==> src/rtl/puf_session_ctrl.sv <==
// PUF session controller: fetches a challenge over SPI, runs the PUF, validates the
// response, copies it into SPRAM byte by byte and reports ACK/NACK over SPI.
module puf_session_ctrl #(
    parameter int          RESP_BYTES = 32,
    parameter int          TIMEOUT    = 1023,
    parameter logic [7:0]  CMD_CHALL  = 8'h01,
    parameter logic [7:0]  ACK        = 8'h55,
    parameter logic [7:0]  NACK       = 8'hAA
) (
    input  logic                      w_clk,
    input  logic                      n_rst,
    input  logic                      go,
    output logic [7:0]                spi_tx_byte,
    output logic                      spi_tx_dv,
    input  logic                      spi_tx_ready,
    input  logic                      spi_rx_dv,
    input  logic [7:0]                spi_rx_byte,
    output logic                      puf_start,
    output logic [7:0]                puf_challenge,
    input  logic                      puf_done,
    input  logic [RESP_BYTES*8-1:0]   puf_response,
    output logic                      val_start,
    input  logic                      val_valid,
    output logic [7:0]                mem_addr,
    output logic [7:0]                mem_data,
    output logic                      mem_we,
    output logic                      busy,
    output logic                      done,
    output logic                      err
);
    localparam int RW = RESP_BYTES * 8;

    typedef enum logic [2:0] {
        S_IDLE     = 3'd0,
        S_CMD      = 3'd1,
        S_DUMMY    = 3'd2,
        S_PUF_RUN  = 3'd3,
        S_VALIDATE = 3'd4,
        S_STORE    = 3'd5,
        S_REPORT   = 3'd6,
        S_WAIT_RPT = 3'd7
    } state_t;

    state_t          state_q, state_d;
    logic            sent_q, sent_d;
    logic [10:0]     cnt_q, cnt_d;
    logic            vph_q, vph_d;
    logic [7:0]      idx_q, idx_d;
    logic [RW-1:0]   resp_q, resp_d;
    logic [7:0]      chal_q, chal_d;
    logic [7:0]      tx_byte_q, tx_byte_d;
    logic            err_q, err_d;
    logic            done_q, done_d;
    logic [RW-1:0]   resp_shift_s;

    // State and datapath registers
    always_ff @(posedge w_clk or negedge n_rst) begin
        if (!n_rst) begin
            state_q   <= S_IDLE;
            sent_q    <= 1'b0;
            cnt_q     <= 11'd0;
            vph_q     <= 1'b0;
            idx_q     <= 8'd0;
            resp_q    <= '0;
            chal_q    <= 8'h00;
            tx_byte_q <= 8'h00;
            err_q     <= 1'b0;
            done_q    <= 1'b0;
        end else begin
            state_q   <= state_d;
            sent_q    <= sent_d;
            cnt_q     <= cnt_d;
            vph_q     <= vph_d;
            idx_q     <= idx_d;
            resp_q    <= resp_d;
            chal_q    <= chal_d;
            tx_byte_q <= tx_byte_d;
            err_q     <= err_d;
            done_q    <= done_d;
        end
    end

    // Next-state logic; spi_tx_dv must follow spi_tx_ready in the same cycle
    always_comb begin
        state_d   = state_q;
        sent_d    = sent_q;
        cnt_d     = cnt_q;
        vph_d     = vph_q;
        idx_d     = idx_q;
        resp_d    = resp_q;
        chal_d    = chal_q;
        tx_byte_d = tx_byte_q;
        err_d     = err_q;
        done_d    = 1'b0;
        spi_tx_dv = 1'b0;
        case (state_q)
            S_IDLE: begin
                if (go) begin
                    state_d   = S_CMD;
                    err_d     = 1'b0;
                    sent_d    = 1'b0;
                    tx_byte_d = CMD_CHALL;
                end else begin
                    state_d = S_IDLE;
                end
            end
            S_CMD, S_DUMMY: begin
                // sent_q marks the transfer as outstanding; rx_dv before that is stray
                if (!sent_q) begin
                    if (spi_tx_ready) begin
                        spi_tx_dv = 1'b1;
                        sent_d    = 1'b1;
                    end else begin
                        sent_d = 1'b0;
                    end
                end else if (spi_rx_dv) begin
                    sent_d = 1'b0;
                    if (state_q == S_CMD) begin
                        state_d   = S_DUMMY;
                        tx_byte_d = 8'h00;
                    end else begin
                        state_d = S_PUF_RUN;
                        chal_d  = spi_rx_byte;
                        cnt_d   = 11'd0;
                    end
                end else begin
                    sent_d = 1'b1;
                end
            end
            S_PUF_RUN: begin
                cnt_d = cnt_q + 11'd1;
                if (puf_done) begin
                    resp_d  = puf_response;
                    vph_d   = 1'b0;
                    state_d = S_VALIDATE;
                end else if (cnt_q == 11'(TIMEOUT - 1)) begin
                    err_d     = 1'b1;
                    tx_byte_d = NACK;
                    state_d   = S_REPORT;
                end else begin
                    state_d = S_PUF_RUN;
                end
            end
            S_VALIDATE: begin
                if (!vph_q) begin
                    vph_d = 1'b1;
                end else if (val_valid) begin
                    idx_d   = 8'd0;
                    state_d = S_STORE;
                end else begin
                    err_d     = 1'b1;
                    tx_byte_d = NACK;
                    state_d   = S_REPORT;
                end
            end
            S_STORE: begin
                if (idx_q == 8'(RESP_BYTES - 1)) begin
                    tx_byte_d = ACK;
                    state_d   = S_REPORT;
                end else begin
                    idx_d = idx_q + 8'd1;
                end
            end
            S_REPORT: begin
                if (spi_tx_ready) begin
                    spi_tx_dv = 1'b1;
                    state_d   = S_WAIT_RPT;
                end else begin
                    state_d = S_REPORT;
                end
            end
            S_WAIT_RPT: begin
                if (spi_rx_dv) begin
                    done_d  = !err_q;
                    state_d = S_IDLE;
                end else begin
                    state_d = S_WAIT_RPT;
                end
            end
            default: begin
                state_d = S_IDLE;
            end
        endcase
    end

    assign resp_shift_s  = resp_q >> {idx_q, 3'b000};
    assign spi_tx_byte   = tx_byte_q;
    assign puf_challenge = chal_q;
    assign puf_start     = (state_q == S_PUF_RUN) && (cnt_q == 11'd0);
    assign val_start     = (state_q == S_VALIDATE);
    assign mem_we        = (state_q == S_STORE);
    assign mem_addr      = (state_q == S_STORE) ? idx_q : 8'h00;
    assign mem_data      = (state_q == S_STORE) ? resp_shift_s[7:0] : 8'h00;
    assign busy          = (state_q != S_IDLE);
    assign done          = done_q;
    assign err           = err_q;

endmodule

==> config.mk <==
export PLATFORM = sky130hd
export DESIGN_NAME = puf_session_ctrl
export DESIGN_NICKNAME = d
export VERILOG_FILES = /design/src/rtl/puf_session_ctrl.sv
export SDC_FILE = /design/constraint.sdc
export NUM_CORES = 1
export LEC_CHECK = 0
export ABC_CLOCK_PERIOD_IN_PS = 2800
export CELL_PAD_IN_SITES_DETAIL_PLACEMENT = 1
export CELL_PAD_IN_SITES_GLOBAL_PLACEMENT = 1
export CORE_MARGIN = 3
export CORE_UTILIZATION = 41
export CTS_CLUSTER_SIZE = 8
export DETAILED_ROUTE_END_ITERATION = 8
export PLACE_DENSITY_LB_ADDON = 0.1
export SLEW_MARGIN = 10
export SYNTH_ARGS = -nofsm -noshare
export SYNTH_HDL_FRONTEND = slang
export SYNTH_SLANG_ARGS = --single-unit
==> constraint.sdc <==
create_clock -name w_clk -period 2.8 [get_ports w_clk]
set_input_delay 0.7 -clock w_clk [delete_from_list [all_inputs] [get_ports w_clk]]
set_output_delay 0.7 -clock w_clk [all_outputs]
set_load 0.005 [all_outputs]
### Word-level counts from Yosys, hierarchy flattened

Cells that the tools add are included.

* add/sub/neg operators: 2
* eq/ne operators: 22
* shift-type cells: 1
* multiplexer cells: 48
* bitwise logic cells: 1
* reductions and logical operators: 21

Operators by type and width (count)
* >> shifter 256 x 11 -> 8 bit: 1
* two-way mux 8 bit: 14
* case mux 8 bit (5 select lines): 1
* two-way mux 11 bit: 3
* case mux 11 bit (2 select lines): 1
* two-way mux 3 bit: 7
* case mux 3 bit (7 select lines): 1
* inequality test 2 bit (second input constant): 10
* case mux 8 bit (2 select lines): 1
* AND reduction 4 bit: 4
* two-way mux 1 bit: 15
* equality test 3 bit (second input constant): 4
* adder 11 x 1 -> 11 bit (second input constant): 1
* equality test 11 x 10 -> 1 bit (second input constant): 1
* zero test 11 bit: 1
* AND reduction 10 bit: 1
* adder 8 x 1 -> 8 bit (second input constant): 1
* equality test 8 x 5 -> 1 bit (second input constant): 1
* nonzero test 2 bit: 4
* equality test 3 x 2 -> 1 bit (second input constant): 2
* inequality test 2 x 1 -> 1 bit (second input constant): 3
* case mux 1 bit (2 select lines): 3
* AND reduction 2 bit: 3
* AND reduction 6 bit: 1
* other kinds (10): 11

* register bits after elaboration: 298
* input port bits: 271
* output and inout port bits: 39

### Logic depth before layout (Yosys ltp)

Gate-level depths: netlist of run 1.

* depth after elaboration: 5
* depth in mapped cells: 7
* depth with buffers taken out: 6

### Worst setup path before layout of run 1

OpenSTA, ideal clock, no wires.

* kind: register to output
* from: reg idx_q[0]
* to: out mem_data[6]
* arrival time: 1.814 ns
* slack: 0.286 ns
* cell stages (with the launch flop): 7
* path buffers: 3
* path through: dfrtp_1 buf_2 buf_2 buf_2 mux4_2 a22oi_1 o211ai_1

* word-level cells in the longest chain between the ends: 2

RTL lines
* start: declaration: RTL line 48 `logic [7:0] idx_q, idx_d;`
* start signal: assignment: RTL line 74 `idx_q <= idx_d;`
* >> shifter 256 x 11 -> 8 bit: RTL line 186 `assign resp_shift_s = resp_q >> {idx_q, 3'b000};`
* two-way mux 8 bit: RTL line 193 `assign mem_data = (state_q == S_STORE) ? resp_shift_s[7:0] : 8'h00;`
* end: declaration: RTL line 25 `output logic [7:0] mem_data,`

No other way between the ends.

### Final worst setup path of run 1

* from: reg idx_q[0]
* to: out mem_data[2]

The elaborated chain is that of the path after synthesis.

==> results.ini, run 1 <==
[status]
outcome = finished with violations
violations = setup timing

[routing]
wire_per_inst_um = 23.4
dr.pass1.iters = 4
first_iter_violations = 574
vias = 9375
routed_via_density = 5.35
route.detailed.drc = 0
routed_wl_mm = 41.0
postRouteAntennaNets = 0

[timing]
fin_crit_ns = 3.29
clock_skew_ns = 0.0104
fmax_mhz = 304
setup_violations = 8
drv_slew = 0
finalCritPeriodShare = 1.17
setup_ws_ns = -0.488
rsz0062_at_grt = true
hold_viol = 0
slew-limit-headroom = 0.660
max_slew.worst_pin.slew_ns = 0.505

[cts]
numCtsBuffers = 42
clk_pin_slew_ns = 0.05
htree_levels = 2
cts-root-buf = clkbuf_16
clk_latency_ns = 0.52
clock-sinks = 293
cts_tree = done
cts_buffer_depth = 3

[place]
postPlaceCellArea_sq_um = 17700
gp_congestion = 0.800
io_buffers = 309
dp_hpwl_mm = 29.7

[layout]
final_cell_area_sq_um = 19100
layout.nets = 1580
area_delta_synth_final_pct = 40.0
insertedDiodeCount = 0
drive_gt1_frac = 0.378
final_util = 0.584

[logic_synthesis]
syn_nets = 1211
yosysWarnings = 0
ys_ff_latch = 293
postSynthAreaPerCell_sq_um = 14.6
synth_flop_cell = dfrtp_1
async_reset_ff_frac = 1.00
synth_seq_area_share = 0.537
syn_inst = 936
synthDistinctLibCells = 60
syn_area_sq_um = 13600
synth_edf_count = 0

[critical_path]
crit_path_top_delay_cell = dfrtp_4
cp-start-kind = register
endpoint_kind = output pin
critical_path.max_fanout = 8
crit_chain = buf_4 -> buf_12 -> mux4_2 -> mux2i_1 -> o22a_1 -> o211ai_1 -> buf_2
arrival_ns = 2.59
r2r.worst_path.cells = 6
cp_slowest_stage_delay_ns = 0.54
critical_path_class = reg2out
worst_ep_required_time_ns = 2.10

[power]
leakagePower_uw = 0.00822
vdd_ir_drop_max_mv = 0.481
power_density_nw_per_um2 = 1070

[grt]
grtUsageTotal = 0.229
grt_max_degree = 62
grt_pass1_vias = 10425
grt_pass1_wl_mm = 62.7
grt_overflow_total = 0
antenna_found_initial = 3

[run]
drv_cap = 0

[die]
die_y_um = 188
io_pins = 310
fp.dieW_um = 188
core_sq_um = 32700
fp.dieArea_sq_um = 35500
initial_core_util = 0.417
placementRows = 66

[worst_hold_path]
hold_class = in2async

## state kept, by name, indices dropped and copies added, names as in the netlist
name and flops:
vph_q 1, spi_tx_byte 3, state_q 3, cnt_q 11, sent_q 1, done 1
idx_q 8, err 1, resp_q 256, puf_challenge 8
## final cells by class
type | instances | area (sq um)
Tap cell | 442 | 553
Timing Repair Buffer | 393 | 4000
Sequential cell | 293 | 7340
Inverter | 11 | 46.3
Multi-Input combinational cell | 564 | 6070
Clock buffer | 48 | 1090
Clock inverter | 1 | 8.76
Fill cell | 3140 | 13600
## per-layer routing
layer / routed length, um / global-route usage
met5: 34 / 0
met4: 712 / 0.0510
met3: 2630 / 0.0566
met2: 20000 / 0.379
met1: 17600 / 0.307
## through the flow
stage | power [uW] | instances | worst slack (ns) | hold WS (ns) | setup TNS (ns)
floorplan | 12500 | 936 | 0.286 | 0.404 | 0
detailed placement | 15600 | 1690 | -0.299 | 0.456 | -1.97
global route | 21700 | 1752 | -0.615 | 0.104 | -4.50
finish | 20500 | 1752 | -0.488 | 0.0923 | -3.69
CTS | 20800 | 1753 | -0.522 | 0.0997 | -3.96
global placement | 15300 | 1690 | -0.295 | 0.447 | -1.83
## repair_timing
item                                    4_1_cts  5_1_grt
gates cloned                                  2        0
endpoints found under the setup margin       19       15
buffers inserted                             12        1
hold endpoints to repair                      0        0
resized for setup                            83       13
pin swaps                                    11        5
hold buffers                                  0        0
## worst max-delay path: cells and delay by family (launching register included)
kind / cells / cell delay [ns]
mux: 2 / 0.70
flops: 1 / 0.54
buf+inv: 3 / 0.45
compound gates: 2 / 0.37
## path summary, 6_finish.rpt
| path | slack (ns) | startpoint | endpoint |
|---|---|---|---|
| max | -0.49 | idx_q[0] | mem_data[2] |
| min | 0.09 | n_rst | puf_challenge[6] |
| max reg2reg | 0.65 | idx_q[0] | spi_tx_byte[0] |
| min reg2reg | 0.46 | err | done |
| max in group asynchronous | 1.87 | n_rst | resp_q[86] |
| min in group w_clk | 0.46 | err | done |
## report_power, final
part / internal, uW / switching [uW] / total (uW)
clock network: 2710 / 1750 / 4460
registers: 6340 / 1310 / 7650
logic: 5090 / 3320 / 8410
## synthesized netlist by cell type (all sizes together) (5+ instances only)
library cell  count  area share
dfrtp           293        0.54
nand2b            5      0.0028
nand2            52       0.014
mux2i            23       0.017
and2              9      0.0041
inv              10      0.0027
nor2             17      0.0047
o21ai            14      0.0051
a22oi             7      0.0039
o31ai             5      0.0028
mux4             64        0.11
buf              56       0.022
o211ai           11      0.0061
o22a              7      0.0045
mux2            258        0.21
clkbuf           12      0.0033
a21oi             8      0.0032
nor3              7      0.0033
or4               6      0.0033
nand3            11      0.0040
## cell families (layout without fill, tap and decap cells)
group	after synthesis	in the layout	synth area share
flip-flops	293	293	0.537
XOR/XNOR	6	6	0.00385
AND/OR/NAND/NOR	132	132	0.0510
buffers and inverters	79	453	0.0284
multiplexers	345	345	0.335
adder cells (fa/ha/maj)	4	4	0.00367
AO/OA/AOI/OAI	77	77	0.0405
## placed cells by master, fill, tap and decap left out, types with 4 or more instances in the layout
cell type / Yosys / final
clkbuf_1: 12 / 5
nand2_1: 52 / 50
buf_8: 0 / 5
inv_1: 9 / 8
dlygate4sd2_1: 0 / 5
a31oi_1: 4 / 4
buf_4: 8 / 51
mux2i_1: 23 / 15
xnor2_1: 4 / 4
dfrtp_1: 293 / 291
and2_1: 9 / 6
clkdlybuf4s50_1: 0 / 289
nand4_1: 4 / 4
nand2b_1: 4 / 4
buf_2: 43 / 7
and3_1: 4 / 4
buf_6: 1 / 12
o22a_1: 7 / 6
nand3_1: 11 / 10
o211ai_1: 11 / 11
buf_12: 0 / 18
nor2_1: 17 / 15
dlymetal6s2s_1: 0 / 5
ha_1: 4 / 4
mux2i_4: 0 / 5
or4_1: 6 / 6
a21oi_1: 7 / 7
a22oi_1: 7 / 7
mux4_2: 64 / 64
o21ai_0: 14 / 14
a21o_1: 4 / 4
clkbuf_16: 0 / 43
mux2_2: 258 / 258
o31ai_1: 5 / 5
No activity file was read; power rests on OpenSTA's default activity.
==> run 2, diff against run 1 <==
--- a/config.mk
+++ b/config.mk
@@ -8,11 +8,13 @@
 export ABC_CLOCK_PERIOD_IN_PS = 2800
 export CELL_PAD_IN_SITES_DETAIL_PLACEMENT = 1
 export CELL_PAD_IN_SITES_GLOBAL_PLACEMENT = 1
-export CORE_MARGIN = 3
+export CORE_MARGIN = 4
 export CORE_UTILIZATION = 41
+export CTS_BUF_LIST = sky130_fd_sc_hd__clkbuf_16
 export CTS_CLUSTER_SIZE = 8
 export DETAILED_ROUTE_END_ITERATION = 8
 export PLACE_DENSITY_LB_ADDON = 0.1
+export REMOVE_ABC_BUFFERS = 1
 export SLEW_MARGIN = 10
 export SYNTH_ARGS = -nofsm -noshare
 export SYNTH_HDL_FRONTEND = slang
==> run 2 against run 1 <==
  * The flow still finishes with violations (setup timing)
  * Worst hold slack improved by 0.0057 ns
  * Count of clock-buffer cells in the layout decreased by 5
  * Fmax increased by 4.2%
  * Clock power decreased by 0.9%
  * Clock skew decreased by 0.0039 ns
  * Sequential share of layout area decreased by 0.17 points
  * Non-clock buffer count decreased by 1
  * Worst setup slack improved by 0.13 ns
  * Design area increased by 0.45%
  * Total power decreased by 1.7%
  * Register-to-register slack got worse by 0.38 ns
==> results.ini, run 2 (synthesis results as in run 1) <==
[layout]
registers.top_by_ff_count = resp_q
final_cells = 1755
area_delta_synth_final_pct = 40.7
final_util = 0.587
reg.largest.list = resp_q (256), cnt_q (11)
largest_reg_flops = 256
layout_commonest_cell = dfrtp_1
layout_common_cells = dfrtp_1 (291), clkdlybuf4s50_1 (289), mux2_2 (258)
drive_gt1_frac = 0.381
layout.nets = 1579

[place]
io_buffers = 309
dp_hpwl_mm = 27.7
gp_congestion = 0.837
pre_cts_ws_ns = -0.299
dpl.cell_count = 1679

[timing]
setup_violations = 8
finalCritPeriodShare = 1.13
fin_crit_ns = 3.16
drv_slew = 0
setup_ws_ns = -0.356
fmax_mhz = 317
clock_skew_ns = 0.00646
rsz0062_at_grt = true
hold_viol = 0
slew-limit-headroom = 0.561
max_slew.worst_pin.slew_ns = 0.651
tns_ns = -2.63

[cts]
htree_levels = 2
numCtsBuffers = 42
cts-root-buf = clkbuf_16
clk_pin_slew_ns = 0.05
clk_latency_ns = 0.52
hold_buffers = 0
cts_tree = done
cts_buffer_depth = 3
clock-sinks = 293

[grt]
grtUsageTotal = 0.213
grt_pass1_vias = 10403
grt_pass1_wl_mm = 60.5
grt_overflow_total = 0
grt_max_degree = 67
antenna_found_initial = 10

[critical_path]
critical_path.max_fanout = 8
cp-endpoint = mem_data[4]
arrival_ns = 2.46
r2r-start = idx_q[0]
r2r.worst_path.cells = 9
crit_start = idx_q[5]
crit_path_top_delay_cell = or4_4
r2r_setup_slack_ns = 0.27
crit_chain = or3_4 -> or4_4 -> buf_6 -> o22a_1 -> o211ai_1 -> buf_2
cp-start-kind = register
critical_path_class = reg2out
endpoint_kind = output pin
worst_ep_required_time_ns = 2.10
reg2reg_to = state_q[1]
cp_slowest_stage_delay_ns = 0.42

[routing]
highest_layer = met5
route.detailed.drc = 0
routed_via_density = 5.30
postRouteAntennaNets = 0
vias = 9307
wire_per_inst_um = 22.1
dr.pass1.iters = 4
met2_length_mm = 18.9
routed_wl_mm = 38.8
wl_met1_mm = 16.6
routed-wl-met3_mm = 2.51
first_iter_violations = 350

[power]
switching_share = 0.300
comb_power_share = 0.410
pwr-share-seq = 0.371
vdd_ir_drop_max_mv = 0.528
leakagePower_uw = 0.00821
p_clk_frac = 0.219
p_int_uw = 14100
switching_power_uw = 6050
power_density_nw_per_um2 = 1050

[status]
outcome = finished with violations
violations = setup timing

[die]
core_sq_um = 32700
initial_core_util = 0.417
placementRows = 66
fp.dieArea_sq_um = 36300
die_y_um = 190
io_pins = 310
fp.dieW_um = 190

[run]
drv_cap = 0

[worst_hold_path]
hold_class = in2async

-- run 2: area by class of cell --
| class | count | area (sq um) |
|---|---|---|
| Fill cell | 3166 | 13500 |
| Sequential cell | 293 | 7340 |
| Multi-Input combinational cell | 564 | 6070 |
| Timing Repair Buffer | 392 | 4070 |
| Clock buffer | 43 | 1080 |
| Tap cell | 442 | 553 |
| Inverter | 11 | 46.3 |
| Clock inverter | 3 | 17.5 |
| Antenna cell | 7 | 17.5 |
-- run 2: timing repair --
action                     in CTS  in global routing
setup buffers                  17                  6
setup endpoints to repair      19                 10
pin swaps                      14                 11
gates cloned                    3                  0
gates resized for setup        85                 12
-- run 2: power groups by stage --
stage               clock, uW  sequential, uW  combinational (uW)
floorplan                   0            7430                5390
global placement            0            7420                7460
detailed placement          0            7510                7670
CTS                      4570            7460                8350
global route             4750            7720                8970
finish                   4420            7470                8280
-- run 2: through the flow --
| stage | area [sq um] | hold slack [ns] | power [uW] |
|---|---|---|---|
| after detailed placement | 17700 | 0.455 | 15200 |
| final | 19200 | 0.0980 | 20200 |
| after CTS | 19100 | 0.0852 | 20400 |
| after global placement | 17700 | 0.444 | 14900 |
| after floorplan | 13300 | 0.404 | 12800 |
| after global routing | 19200 | 0.102 | 21400 |
-- run 2: layer usage --
| layer | vias to the layer above | track usage |
|---|---|---|
| met5 | - | 0 |
| met4 | 8 | 0.0610 |
| met3 | 62 | 0.0555 |
| met2 | 254 | 0.347 |
| met1 | 4779 | 0.283 |
| li1 | 4204 | - |
-- run 2: how the worst min path moves through the flow --
stage,start,to,slack (ns),cells after the start
finish,n_rst,cnt_q[5],0.1,1
global route,n_rst,puf_challenge[2],0.10,1
CTS,n_rst,cnt_q[10],0.09,1
detailed placement,err,done,0.45,1
global placement,err,done,0.44,1
floorplan,n_rst,cnt_q[0],0.40,0
-- run 2: worst max-delay path, delay by kind of cell (launching register included) --
kind                   cells  cell delay (ns)
AOI/OAI and AO/OA          2             0.40
and+or+nand+nor            2             0.81
DFF                        1             0.39
buffers and inverters      2             0.33
==> run 3, diff against run 2 <==
--- a/config.mk
+++ b/config.mk
@@ -11,8 +11,8 @@
 export CORE_MARGIN = 4
 export CORE_UTILIZATION = 41
 export CTS_BUF_LIST = sky130_fd_sc_hd__clkbuf_16
-export CTS_CLUSTER_SIZE = 8
 export DETAILED_ROUTE_END_ITERATION = 8
+export GPL_TIMING_DRIVEN = 0
 export PLACE_DENSITY_LB_ADDON = 0.1
 export REMOVE_ABC_BUFFERS = 1
 export SLEW_MARGIN = 10
==> run 3 against run 2 <==
  * The run still ends with setup timing left
  * Largest power group unchanged
  * Combinational power fell by 0.8%
  * Design area decreased by 0.74%
  * Utilization fell by 0.44 points
  * Die area did not move
  * Count of clock-buffer cells in the layout fell by 8
  * Non-clock buffer count down 23
==> results.ini, run 3 (synthesis results as in run 1) <==
[layout]
fill_cells = 3143
layout.nets = 1549
registers.top_by_ff_count = resp_q
layout_common_cells = clkdlybuf4s50_1 (296), dfrtp_1 (285), mux2_2 (258)
area_delta_synth_final_pct = 39.6
largest_reg_flops = 256
regArea_sq_um = 7350
reg.largest.list = resp_q (256), cnt_q (11)
multi_input_area_sq_um = 6070
drive_gt1_frac = 0.368
layout_commonest_cell = clkdlybuf4s50_1
final_util = 0.583

[die]
io_pins = 310
core_sq_um = 32700
fp.dieW_um = 190
placementRows = 66
initial_core_util = 0.417
die_y_um = 190
fp.dieArea_sq_um = 36300

[place]
gp_congestion = 0.760
io_buffers = 309
dp_hpwl_mm = 26.0

[critical_path]
critical_path_class = reg2out
crit_chain = or3_4 -> or4_4 -> buf_6 -> o22a_1 -> o211ai_1 -> buf_2
r2r-start = state_q[2]
cp-start-kind = register
crit_family = simple AND/OR/NAND/NOR gates
r2r.worst_path.cells = 7
path_depth = 6
arrival_ns = 2.51
worst_ep_required_time_ns = 2.10
reg2reg_to = resp_q[176]
r2r_setup_slack_ns = 0.32
cp_slowest_stage_delay_ns = 0.52
critical_path.max_fanout = 5
endpoint_kind = output pin
path_buf_inv = 2
crit_path_top_delay_cell = or4_4

[status]
outcome = finished with violations
violations = setup timing

[grt]
grt_pass1_wl_mm = 60.2
grt_pass1_vias = 10154
grt_max_degree = 104
grtUsageTotal = 0.213
grt_overflow_total = 0
antenna_found_initial = 10

[routing]
routed_wl_mm = 39.8
highest_layer = met5
routed_via_density = 5.35
route.detailed.drc = 0
dr.pass1.iters = 4
vias = 9323
postRouteAntennaNets = 0
wl_met1_mm = 15.9
met2_length_mm = 19.7
first_iter_violations = 353
wire_per_inst_um = 22.8
routed-wl-met3_mm = 3.34

[run]
drv_cap = 0

[power]
p_int_uw = 14000
pwr-share-seq = 0.372
vdd_ir_drop_max_mv = 0.601
switching_share = 0.303
switching_power_uw = 6100
leakagePower_uw = 0.00810
power_density_nw_per_um2 = 1060
comb_power_share = 0.408
p_clk_frac = 0.219

[timing]
rsz0062_at_grt = true
fmax_mhz = 312
finalCritPeriodShare = 1.15
timing.hold.ws_ns = 0.166
setup_violations = 8
max_slew.worst_pin.slew_ns = 0.829
slew-limit-headroom = 0.447
drv_slew = 0
setup_ws_ns = -0.410
clock_skew_ns = 0.0102
tns_ns = -2.93
fin_crit_ns = 3.21
hold_viol = 0

[worst_hold_path]
hold_class = in2async

[cts]
cts_tree = done
numCtsBuffers = 34
clk_latency_ns = 0.50
cts_buffer_depth = 3
clk_pin_slew_ns = 0.06
htree_levels = 2
clock-sinks = 293
cts-root-buf = clkbuf_16

## run 3: layout make-up
cell class,instances,share of cell area
Timing Repair Buffer,369,0.205
Multi-Input combinational cell,565,0.319
Clock inverter,25,0.0114
Sequential cell,293,0.386
Inverter,11,0.00328
Clock buffer,35,0.0460
Antenna cell,4,0.000525
Tap cell,442,0.0290
## run 3: metal layers
| layer | vias to the layer above | global-route usage |
|---|---|---|
| met1 | 4785 | 0.272 |
| met4 | 16 | 0.0483 |
| met2 | 281 | 0.358 |
| li1 | 4172 | - |
| met3 | 69 | 0.0681 |
| met5 | - | 0 |
## run 3: worst max-delay path by stage
stage	from	end	slack (ns)
2_1_floorplan	state_q[1]	resp_q[0]	-6.22
3_3_place_gp	n_rst	resp_q[12]	-12.38
3_5_place_dp	state_q[0]	mem_data[6]	-1.59
4_1_cts	idx_q[5]	mem_data[4]	-0.48
5_1_grt	idx_q[7]	mem_data[4]	-0.48
6_report	idx_q[5]	mem_data[4]	-0.41
## run 3: power groups by stage
stage	clock [uW]	combinational [uW]	sequential (uW)
2_1_floorplan	0	5390	7430
5_1_grt	4730	8870	7760
6_report	4420	8210	7500
4_1_cts	4540	7980	7490
3_5_place_dp	0	6870	7870
3_3_place_gp	0	6580	7940
## run 3: repair_timing
action / in CTS / in global routing
pin swaps: 13 / 8
endpoints found under the setup margin: 235 / 60
hold buffers: 0 / 0
resized for setup: 70 / 21
setup buffers: 36 / 12
gates cloned: 2 / 1
## run 3: per-stage QoR
stage	cells	instance area [sq um]	worst slack (ns)	total power, uW
after floorplan	868	13300	-6.22	12800
after global placement	1619	16900	-12.38	14500
after detailed placement	1629	17200	-1.59	14700
after CTS	1727	18800	-0.485	20000
after global routing	1741	19000	-0.477	21400
final	1744	19100	-0.410	20100
## run 3: worst register-to-register path: cells and delay by family, from the launching register on
family,cells,cell delay [ns]
buffers and inverters,4,1.01
and+or+nand+nor,2,0.55
DFF,1,0.46
muxes,1,0.34
